`src/rtl/mux3_bus_arbiter_pkg.sv`:
```
// Shared types and constants for the three-way round-robin bus arbiter.
package mux3_bus_arbiter_pkg;

  // Select code driven onto the 3:1 word mux; 2'd3 is never produced.
  typedef logic [1:0] sel_t;

  localparam sel_t SEL_A = 2'd0;
  localparam sel_t SEL_B = 2'd1;
  localparam sel_t SEL_C = 2'd2;

  typedef enum logic {
    IDLE = 1'b0,
    BUSY = 1'b1
  } state_e;

  // Result of a round-robin pick: whether anyone requested, and who won.
  typedef struct packed {
    logic found;
    sel_t idx;
  } pick_t;

  // Next requester in rotation order A -> B -> C -> A.
  function automatic sel_t sel_inc(input sel_t s);
    return (s == SEL_C) ? SEL_A : sel_t'(s + 2'd1);
  endfunction

endpackage

```
`src/rtl/mux3_bus_arbiter_if.sv`:
```
// Bundle of requester, downstream and status signals around the arbiter.
interface mux3_bus_arbiter_if #(
  parameter int DATA_W = 32,
  parameter int CNT_W  = 4
);
  import mux3_bus_arbiter_pkg::*;

  logic [2:0]        req;
  logic [2:0]        last;
  logic [DATA_W-1:0] inA;
  logic [DATA_W-1:0] inB;
  logic [DATA_W-1:0] inC;
  logic              ack;
  sel_t              sel;
  logic [2:0]        grant;
  logic              out_valid;
  logic [DATA_W-1:0] out_data;
  logic [CNT_W-1:0]  beat_cnt;

  // Arbiter side: consumes requests and ack, drives the shared path.
  modport slave (
    input  req, last, inA, inB, inC, ack,
    output sel, grant, out_valid, out_data, beat_cnt
  );

  // Environment side: requesters plus the downstream consumer.
  modport master (
    output req, last, inA, inB, inC, ack,
    input  sel, grant, out_valid, out_data, beat_cnt
  );

endinterface

```
`src/rtl/mux3_bus_arbiter_mux32.sv`:
```
// 32-bit 3:1 word select feeding the shared consumer port.
module mux3_bus_arbiter_mux32
  import mux3_bus_arbiter_pkg::*;
#(
  parameter int W = 32
) (
  input  sel_t         sel,
  input  logic [W-1:0] in_a,
  input  logic [W-1:0] in_b,
  input  logic [W-1:0] in_c,
  output logic [W-1:0] out
);

  // Pure word select; the unused code 3 falls back to A.
  always_comb begin
    unique case (sel)
      SEL_B:   out = in_b;
      SEL_C:   out = in_c;
      default: out = in_a;
    endcase
  end

endmodule

```
`src/rtl/mux3_bus_arbiter.sv`:
```
// Round-robin owner of a shared 32-bit datapath for requesters A, B, C.
// A grant lasts until the owner's last beat, HOLD_MAX accepted beats, or the
// owner dropping its request; the next owner is picked in the same cycle.
module mux3_bus_arbiter
  import mux3_bus_arbiter_pkg::*;
#(
  parameter int DATA_W   = 32,
  parameter int HOLD_MAX = 8
) (
  input  logic               Clk,
  input  logic               Reset,
  mux3_bus_arbiter_if.slave  bus
);

  localparam int CNT_W = $clog2(HOLD_MAX + 1);

  state_e           state_q, state_d;
  sel_t             sel_q, sel_d;
  sel_t             ptr_q, ptr_d;
  logic [CNT_W-1:0] beat_cnt_q, beat_cnt_d;

  logic  own_req;
  logic  beat_acc;
  logic  hold_end;
  logic  release_now;
  sel_t  rel_ptr;
  sel_t  arb_ptr;
  pick_t win;

  // First asserted request scanning from ptr in rotation order.
  function automatic pick_t rr_pick(input logic [2:0] req, input sel_t ptr);
    pick_t p;
    sel_t  cand;
    p    = '0;
    cand = ptr;
    for (int i = 0; i < 3; i++) begin
      if (!p.found && req[cand]) begin
        p.found = 1'b1;
        p.idx   = cand;
      end
      cand = sel_inc(cand);
    end
    return p;
  endfunction

  // Handshake and release terms; re-arbitration starts past the owner on release.
  always_comb begin
    own_req     = bus.req[sel_q];
    beat_acc    = (state_q == BUSY) && own_req && bus.ack;
    hold_end    = (beat_cnt_q == CNT_W'(HOLD_MAX - 1));
    release_now = (state_q == BUSY) &&
                  (!own_req || (beat_acc && (bus.last[sel_q] || hold_end)));
    rel_ptr     = sel_inc(sel_q);
    arb_ptr     = release_now ? rel_ptr : ptr_q;
    win         = rr_pick(bus.req, arb_ptr);
  end

  // Next-state logic: grant from IDLE, hold/count in BUSY, hand over on release.
  always_comb begin
    // NOTE: every variable gets a default first so no path leaves it unassigned,
    // which would otherwise infer a latch.
    state_d    = state_q;
    sel_d      = sel_q;
    ptr_d      = ptr_q;
    beat_cnt_d = beat_cnt_q;
    unique case (state_q)
      IDLE: begin
        if (win.found) begin
          state_d    = BUSY;
          sel_d      = win.idx;
          beat_cnt_d = '0;
        end
      end
      BUSY: begin
        if (release_now) begin
          ptr_d      = rel_ptr;
          beat_cnt_d = '0;
          if (win.found) begin
            sel_d = win.idx;
          end else begin
            state_d = IDLE;
            sel_d   = SEL_A;
          end
        end else if (beat_acc) begin
          beat_cnt_d = beat_cnt_q + CNT_W'(1);
        end
      end
      default: begin
        state_d    = IDLE;
        sel_d      = SEL_A;
        beat_cnt_d = '0;
      end
    endcase
  end

  // State registers with synchronous active-low reset.
  always_ff @(posedge Clk) begin
    // NOTE: non-blocking assignments so every flop samples pre-edge values.
    if (!Reset) begin
      state_q    <= IDLE;
      sel_q      <= SEL_A;
      ptr_q      <= SEL_A;
      beat_cnt_q <= '0;
    end else begin
      state_q    <= state_d;
      sel_q      <= sel_d;
      ptr_q      <= ptr_d;
      beat_cnt_q <= beat_cnt_d;
    end
  end

  // Status outputs decoded from the registered owner.
  always_comb begin
    bus.grant     = (state_q == BUSY) ? (3'b001 << sel_q) : 3'b000;
    bus.out_valid = (state_q == BUSY) && own_req;
    bus.sel       = sel_q;
    bus.beat_cnt  = beat_cnt_q;
  end

  mux3_bus_arbiter_mux32 #(
    .W (DATA_W)
  ) u_mux (
    .sel  (sel_q),
    .in_a (bus.inA),
    .in_b (bus.inB),
    .in_c (bus.inC),
    .out  (bus.out_data)
  );

endmodule
```
`src/flat_wrapper.sv`:
```
// flat-port wrapper written by rule: the top's interface ports become plain ports
module mux3_bus_arbiter_flat import mux3_bus_arbiter_pkg::*;
#(
  parameter int DATA_W   = 32,
  parameter int HOLD_MAX = 8
)
  (Clk, Reset, bus_req, bus_last, bus_inA, bus_inB, bus_inC, bus_ack, bus_sel, bus_grant, bus_out_valid, bus_out_data, bus_beat_cnt);
  mux3_bus_arbiter_if #(.DATA_W(DATA_W)) bus_i ();
  input  logic Clk;
  input  logic Reset;
  input wire logic [$bits(bus_i.req)-1:0] bus_req;
  input wire logic [$bits(bus_i.last)-1:0] bus_last;
  input wire logic [$bits(bus_i.inA)-1:0] bus_inA;
  input wire logic [$bits(bus_i.inB)-1:0] bus_inB;
  input wire logic [$bits(bus_i.inC)-1:0] bus_inC;
  input wire logic [$bits(bus_i.ack)-1:0] bus_ack;
  output wire logic [$bits(bus_i.sel)-1:0] bus_sel;
  output wire logic [$bits(bus_i.grant)-1:0] bus_grant;
  output wire logic [$bits(bus_i.out_valid)-1:0] bus_out_valid;
  output wire logic [$bits(bus_i.out_data)-1:0] bus_out_data;
  output wire logic [$bits(bus_i.beat_cnt)-1:0] bus_beat_cnt;
  assign bus_i.req = bus_req;
  assign bus_i.last = bus_last;
  assign bus_i.inA = bus_inA;
  assign bus_i.inB = bus_inB;
  assign bus_i.inC = bus_inC;
  assign bus_i.ack = bus_ack;
  assign bus_sel = bus_i.sel;
  assign bus_grant = bus_i.grant;
  assign bus_out_valid = bus_i.out_valid;
  assign bus_out_data = bus_i.out_data;
  assign bus_beat_cnt = bus_i.beat_cnt;
  mux3_bus_arbiter #(.DATA_W(DATA_W), .HOLD_MAX(HOLD_MAX)) u_core (.Clk(Clk), .Reset(Reset), .bus(bus_i));
endmodule
```
`config.mk`:
```
export PLATFORM = sky130hd
export DESIGN_NAME = mux3_bus_arbiter_flat
export DESIGN_NICKNAME = d
export VERILOG_FILES = /design/src/rtl/mux3_bus_arbiter_pkg.sv /design/src/rtl/mux3_bus_arbiter_if.sv /design/src/rtl/mux3_bus_arbiter_mux32.sv /design/src/rtl/mux3_bus_arbiter.sv /design/src/flat_wrapper.sv
export SDC_FILE = /design/constraint.sdc
export NUM_CORES = 1
export LEC_CHECK = 0
export BUFFER_PORTS_ARGS = -buffer_cell sky130_fd_sc_hd__buf_2
export CAP_MARGIN = 20
export CORE_UTILIZATION = 36
export DETAILED_ROUTE_END_ITERATION = 6
export HOLD_SLACK_MARGIN = 0.1
export PLACE_DENSITY_LB_ADDON = 0.05
export SLEW_MARGIN = 20
export SYNTH_ARGS = -nofsm -noshare
export SYNTH_HDL_FRONTEND = slang
export SYNTH_HIERARCHICAL = 1
export SYNTH_SLANG_ARGS = --single-unit
```
`constraint.sdc`:
```
create_clock -name Clk -period 3.89 [get_ports Clk]
set_clock_uncertainty 0.1 [all_clocks]
set_input_delay 1.167 -clock Clk [delete_from_list [all_inputs] [get_ports Clk]]
set_output_delay 1.167 -clock Clk [all_outputs]
set_load 0.005 [all_outputs]
```
==> run_results.csv, run 1 <==
group,metric,value,unit
place,port_buffers,146,
min_path,hp-class,"register to register",
synth,synth_fa_ha_area_share,2.970,%
setup_path,crit_type,"input pin to output port",
route,routed_via_density,5.196,
route,ant_nets,0,
grt,grtUsageMet3,4.622,%
grt,busiest_layer,"met2",
layout,drive_above_1_share,49.24,%
timing,finalHoldViolations,0,
cts,clk_path_buf_depth,2,
setup_path,slowest_delay,0.25,ns
layout,nets,436,
layout,multi_input_area,957.2,um2
timing,setup_slack,0.5811,ns
grt,gr-usage-met1,26.62,%
synth,synthesis.area,0.001264,mm2
timing,whs,0.4026,ns
cts,cts_buffers,3,
route,drtIter0Drc,77,
timing,tightest_slew,0.6006,ns
timing,relSlewSlack,59.96,%
synth,netlist_instances,188,
synth,seq_area_frac_synth,14.26,%
synth,synth_xor_xnor_area_share,0,%
grt,gr-usage-met2,34.47,%
setup_path,cp_common_cell,"buf_2",
cts,clockRootBuffer,"clkbuf_4",
setup_path,worstPathRequired,2.62,ns
layout,n_antenna_cell,0,
setup_path,crit_family,"buffers and inverters",
floorplan,rows,21,
outcome,status,"finished clean",
cts,clock_latency,0.27,ns
timing,min_period_over_period,85.06,%
layout,regArea,180.2,um2
synth,synth_compound_area_share,49.70,%
cts,cts_tree,"done",
floorplan,initial_utilization,37.87,%
layout,fin_area,0.002021,mm2
floorplan,core_area,0.003337,mm2
synth,synthArstFlopShare,0,%
cts,cts.sinks,9,
timing,slew_viol_final,0,
setup_path,path_buf_inv,3,
layout,fin_util,60.55,%
cts,ctsHoldBuffers,0,
route,drc,0,
cts,htreeDepth,1,
setup_path,worst_setup_path_start_kind,"input pin",
timing,rsz0062_at_grt,"false",
floorplan,die_w,61.25,um
cts,postCtsResizedCells,0,
synth,syn_nets,296,
cts,postCtsSetupRepairBufs,0,
route,via_count,1938,
synth,synth-edff-count,0,
synth,synth_seq_cells,9,
cts,cts.clk_slew.worst_paths,0.06,ns
place,place_ws,0.5920,ns
floorplan,design.die.area,0.003751,mm2
grt,grt_max_degree,51,
place,gp_congestion,0.8796,
setup_path,slowest_stage,"or2_4",
route,wl_per_cell,12.13,um
synth,yosys_most_used_dff,"dfxtp_1",
grt,grt_pass1_wl,5.796,mm
job,cap_violations,0,
power_and_ir_drop,vdd_ir_drop_max,0.0002065,V
timing,max_freq,302.2,MHz
timing,fin_setup_tns,0,ns
timing,setup_viol,0,
timing,finalCriticalPeriod,3.309,ns
synth,synth.avg_cell_area,6.722,um2
synth,synth.area.mux_share,2.673,%
floorplan,dieHeight,61.25,um
layout,area_growth,59.90,%
grt,grt_pass1_vias,1356,
setup_path,crit_chain,"buf_2 > mux2i_2 > o21a_4 > or2_4 > inv_1 > buf_2",
place,dp_hpwl,3.623,mm
grt,grt.overflow.total,0,
synth,synth_top_family_by_area,"compound AO/OA/AOI/OAI gates",
power_and_ir_drop,power_leakage,1.026,nW
floorplan,io-pin-count,147,
grt,grtUsageTotal,20.24,%
synth,synth-simple-area-share,20.20,%
setup_path,arrival,2.04,ns
route,firstDrtPassIters,4,
synth,ys_types,35,
route,wirelength,4.524,mm
setup_path,cp_max_fo,5,
grt,antenna_found_initial,0,
setup_path,crit_path_end_kind,"output port",
power_and_ir_drop,power_density,204.9,mW/mm2
place,placed_cell_area,0.001994,mm2
layout,fill_cells,344,
synth,yosys_warnings,6,
power by group:
part           switching (mW)  total (mW)  internal [mW]
clock                  0.0345      0.0741         0.0396
sequential            0.00651       0.103         0.0963
combinational           0.119       0.237          0.118
total                   0.160       0.414          0.254
layer usage:
layer / vias to the layer above / wire length (um)
met5: - / 0
met4: 0 / 25
met3: 2 / 457
met2: 111 / 2132
met1: 841 / 1908
li1: 984 / -
through the flow:
step	total power, mW	cells
floorplan	0.2314	188
detailed placement	0.3404	369
global route	0.4554	373
global placement	0.3403	369
CTS	0.4177	373
finish	0.4141	373
path summary, 6_finish.rpt:
kind                                                          start                                  end  slack [ns]  depth (start not counted)
worst min register to register  u_core/bus.beat_cnt[3]$_SDFFE_PN0P_  u_core/bus.beat_cnt[3]$_SDFFE_PN0P_        0.40                          1
worst min-delay path            u_core/bus.beat_cnt[3]$_SDFFE_PN0P_  u_core/bus.beat_cnt[3]$_SDFFE_PN0P_        0.40                          1
worst max-delay path                                     bus_req[1]                        bus_out_valid        0.58                          6
worst max register to register       u_core/bus.sel[0]$_SDFFE_PN0P_       u_core/bus.sel[1]$_SDFFE_PN0P_        1.78                          6
cell usage after synthesis, types with 2 or more instances:
cell,number,area (um2)
nand2_1,35,131.4
o21ai_1,34,170.2
a22oi_1,33,247.7
buf_2,10,50.05
dfxtp_1,9,180.2
a21oi_1,8,40.04
o21ai_0,8,40.04
inv_1,7,26.28
buf_6,4,45.04
nor2_1,4,15.01
o211ai_1,4,30.03
ha_1,3,37.54
nand3b_1,3,22.52
nor3b_1,3,22.52
mux2i_1,2,20.02
nor3_1,2,10.01
registers in the layout (all words and copies together) (netlist names):
register,cells
u_core/bus.sel,2
u_core/bus.beat_cnt,4
u_core/ptr_q,2
u_core/state_q,1
cell usage in the layout (no fill, tap or decap):
master,instances
a2111o_1,1
a211o_1,1
a211oi_1,1
a21oi_1,8
a22oi_1,33
a311oi_1,1
a311oi_2,1
a31oi_1,1
a32o_1,1
and2_1,1
and3_1,1
buf_12,1
buf_2,146
buf_4,3
clkbuf_1,1
clkbuf_4,3
dfxtp_1,9
ha_1,2
ha_2,1
inv_1,7
mux2i_1,2
mux2i_2,1
nand2_1,35
nand3_1,1
nand3b_1,3
nor2_1,4
nor2_2,1
nor2_4,1
nor3_1,2
nor3_2,1
nor3b_1,3
o211a_1,1
o211ai_1,4
o21a_1,1
o21a_4,1
o21ai_0,8
o21ai_1,34
or2_4,1
final cells by class:
type,instances,area share (%)
Timing Repair Buffer,150,38.27
Tap cell,46,2.848
Clock buffer,4,1.300
Multi-Input combinational cell,157,47.37
Sequential cell,9,8.916
Inverter,7,1.300
cell families (layout without fill, tap and decap cells):
family | count (synthesis) | in the layout
simple gates | 54 | 54
fa+ha+maj | 3 | 3
compound gates | 97 | 97
mux | 3 | 3
buf+inv | 22 | 161
flops | 9 | 9
Note: power is estimated with default switching activity, not from simulation.
==> run 2, diff against run 1 <==
--- a/config.mk
+++ b/config.mk
@@ -7,12 +7,11 @@
 export LEC_CHECK = 0
 export BUFFER_PORTS_ARGS = -buffer_cell sky130_fd_sc_hd__buf_2
 export CAP_MARGIN = 20
-export CORE_UTILIZATION = 36
+export CORE_UTILIZATION = 37
 export DETAILED_ROUTE_END_ITERATION = 6
 export HOLD_SLACK_MARGIN = 0.1
 export PLACE_DENSITY_LB_ADDON = 0.05
 export SLEW_MARGIN = 20
 export SYNTH_ARGS = -nofsm -noshare
 export SYNTH_HDL_FRONTEND = slang
-export SYNTH_HIERARCHICAL = 1
 export SYNTH_SLANG_ARGS = --single-unit
==> run_results.csv, run 2 <==
group,metric,value,unit
layout,multi_input_area,0.001022,mm2
place,place_ws,0.6925,ns
synth,netlist_instances,196,
timing,setup_slack,0.4323,ns
job,cap_violations,0,
setup_path,r2r_cells,6,
synth,ys_types,34,
synth,synth.avg_cell_area,6.550,um2
cts,postCtsResizedCells,0,
synth,yosys_warnings,0,
timing,fin_setup_tns,0,ns
layout,n_antenna_cell,0,
power_and_ir_drop,swShare,41.55,%
layout,fin_area,0.002105,mm2
floorplan,rows,21,
place,port_buffers,146,
floorplan,core_area,0.003337,mm2
setup_path,worst_setup_path_start_kind,"register",
timing,finalHoldViolations,0,
timing,relSlewSlack,68.85,%
floorplan,dieHeight,60.90,um
route,drtIter0Drc,150,
cts,ctsHoldBuffers,0,
cts,htreeDepth,1,
route,drc,0,
cts,clk_path_buf_depth,2,
setup_path,worstPathRequired,2.62,ns
synth,synth_top_area_cell,"a22oi_1",
layout,fin_util,63.07,%
setup_path,cp_max_fo,40,
timing,rsz0062_at_grt,"false",
synth,synth.area.mux_share,5.068,%
setup_path,crit_type,"register to output port",
synth,synthesis.area,0.001284,mm2
outcome,status,"finished clean",
setup_path,rr_endpoint,"u_core.bus.sel[1]$_SDFFE_PN0P_",
timing,setup_viol,0,
setup_path,crit_path_end,"bus_out_data[26]",
synth,synth_fa_ha_area_share,5.848,%
power_and_ir_drop,power_density,248.2,mW/mm2
synth,synth_compound_area_share,44.74,%
route,routed_via_density,5.176,
timing,slew_viol_final,0,
floorplan,io-pin-count,147,
route,via_count,1967,
cts,postCtsSetupRepairBufs,0,
setup_path,crit_path_end_kind,"output port",
grt,antenna_found_initial,0,
synth,seq_area_frac_synth,14.04,%
power_and_ir_drop,p_clk_share,14.7,%
cts,cts_tree,"done",
setup_path,worstReg2RegStart,"u_core.bus.beat_cnt[0]$_SDFFE_PN0P_",
grt,grt.overflow.total,0,
layout,largest_reg_flops,4,
synth,synth_seq_cells,9,
place,dp_hpwl,3.856,mm
place,gp_congestion,0.8456,
synth,yosys_most_used_dff,"dfxtp_1",
power_and_ir_drop,vdd_ir_drop_max,0.0001363,V
route,wirelength,4.818,mm
route,wl_per_cell,12.68,um
synth,synthArstFlopShare,0,%
layout,regArea,180.2,um2
synth,synth_top_family_by_area,"compound AO/OA/AOI/OAI gates",
layout,layout_common_cells,"buf_2, nor2_1, a21oi_1",
timing,min_period_over_period,88.89,%
synth,synth_common_cells,"a21oi_1, nor2_1, a22oi_1",
grt,grt_max_degree,41,
power_and_ir_drop,netSwitchingPower,0.2170,mW
synth,synth-edff-count,0,
cts,cts.sinks,9,
grt,grt_pass1_vias,1450,
layout,final_common_cell,"buf_2",
cts,cts_buffers,3,
floorplan,initial_utilization,38.47,%
timing,tightest_slew,0.4672,ns
setup_path,worstSetupStartpoint,"u_core.bus.sel[1]$_SDFFE_PN0P_",
route,firstDrtPassIters,4,
cts,clock_latency,0.27,ns
setup_path,r2r_slack,1.88,ns
floorplan,design.die.area,0.003709,mm2
power_and_ir_drop,pwr-share-seq,20.4,%
cts,cts.clk_slew.worst_paths,0.07,ns
layout,drive_above_1_share,47.90,%
timing,finalCriticalPeriod,3.458,ns
layout,fill_cells,345,
synth,syn_nets,307,
power_and_ir_drop,power,0.5223,mW
synth,synth-simple-area-share,23.78,%
power_and_ir_drop,p_int,0.3052,mW
timing,max_freq,289.2,MHz
synth,synthTopCellsByArea,"a22oi_1, dfxtp_1, a21oi_1",
setup_path,arrival,2.19,ns
layout,nets,446,
synth,yosysTopAreaCellShare,18.71,%
place,placed_cell_area,0.002078,mm2
grt,grt_pass1_wl,6.617,mm
cts,clockRootBuffer,"clkbuf_4",
power_and_ir_drop,power_leakage,1.057,nW
layout,area_growth,63.94,%
synth,synth_xor_xnor_area_share,0,%
floorplan,die_w,60.90,um
grt,grtUsageTotal,23.74,%
min_path,hp-class,"register to register",
route,ant_nets,0,
power_and_ir_drop,power.share.combinational,65.0,%
run 2: cell count changes in the layout (fill, tap and decap cells not counted), sizes merged, moves of 4 or more:
cell | previous run | this run
a21oi | 8 | 35
and2 | 1 | 5
nand2 | 35 | 15
nor2 | 6 | 35
o211ai | 4 | 0
o21ai | 42 | 5
run 2: final cells by class:
class / count / share of cell area, %
Inverter: 7 / 1.308
Timing Repair Buffer: 149 / 37.57
Multi-Input combinational cell: 165 / 48.57
Clock buffer: 4 / 1.249
Sequential cell: 9 / 8.561
Tap cell: 46 / 2.735
run 2: cell families after synthesis:
family,count (synthesis)
AO/OA/AOI/OAI,85
adder cells (fa/ha/maj),6
buffers and inverters,22
flip-flops,9
multiplexers,6
AND/OR/NAND/NOR,68
run 2: worst max-delay path, stage by stage (launching register included):
cell and delay [ns]:
dfxtp_1 0.49, inv_1 0.17, ha_2 0.63, buf_12 0.25, nor2_1 0.07, a21oi_1 0.15, buf_2 0.14
run 2: per-stage QoR:
step | cells | hold slack, ns
after global placement | 376 | 0.3771
final | 380 | 0.3989
after global routing | 380 | 0.4426
after detailed placement | 376 | 0.3948
after floorplan | 196 | 0.3624
after CTS | 380 | 0.4042
run 2: worst min-delay path by stage:
stage	from	endpoint	slack, ns	cells past startpoint
2_1_floorplan	u_core.bus.beat_cnt[2]$_SDFFE_PN0P_	u_core.bus.beat_cnt[2]$_SDFFE_PN0P_	0.36	1
3_3_place_gp	u_core.bus.beat_cnt[2]$_SDFFE_PN0P_	u_core.bus.beat_cnt[2]$_SDFFE_PN0P_	0.38	1
3_5_place_dp	u_core.bus.beat_cnt[1]$_SDFFE_PN0P_	u_core.bus.beat_cnt[1]$_SDFFE_PN0P_	0.39	2
4_1_cts	u_core.bus.beat_cnt[1]$_SDFFE_PN0P_	u_core.bus.beat_cnt[1]$_SDFFE_PN0P_	0.40	2
5_1_grt	u_core.bus.beat_cnt[2]$_SDFFE_PN0P_	u_core.bus.beat_cnt[2]$_SDFFE_PN0P_	0.44	1
6_report	u_core.bus.beat_cnt[1]$_SDFFE_PN0P_	u_core.bus.beat_cnt[1]$_SDFFE_PN0P_	0.40	2
run 2: power by group through the flow:
stage                     combinational (mW)  sequential [mW]  clock [mW]
final                                  0.339            0.106      0.0767
after global routing                   0.382            0.107      0.0850
after CTS                              0.341            0.106      0.0779
after detailed placement               0.339            0.108           0
after global placement                 0.337            0.108           0
after floorplan                        0.177            0.106           0
run 2: routing by layer:
metal,routed length (um),vias to the layer above,GRT usage (%)
met3,461,0,5.330
met4,0,0,1.948
met2,2391,109,40.97
li1,-,999,-
met5,0,-,0
met1,1965,859,31.46
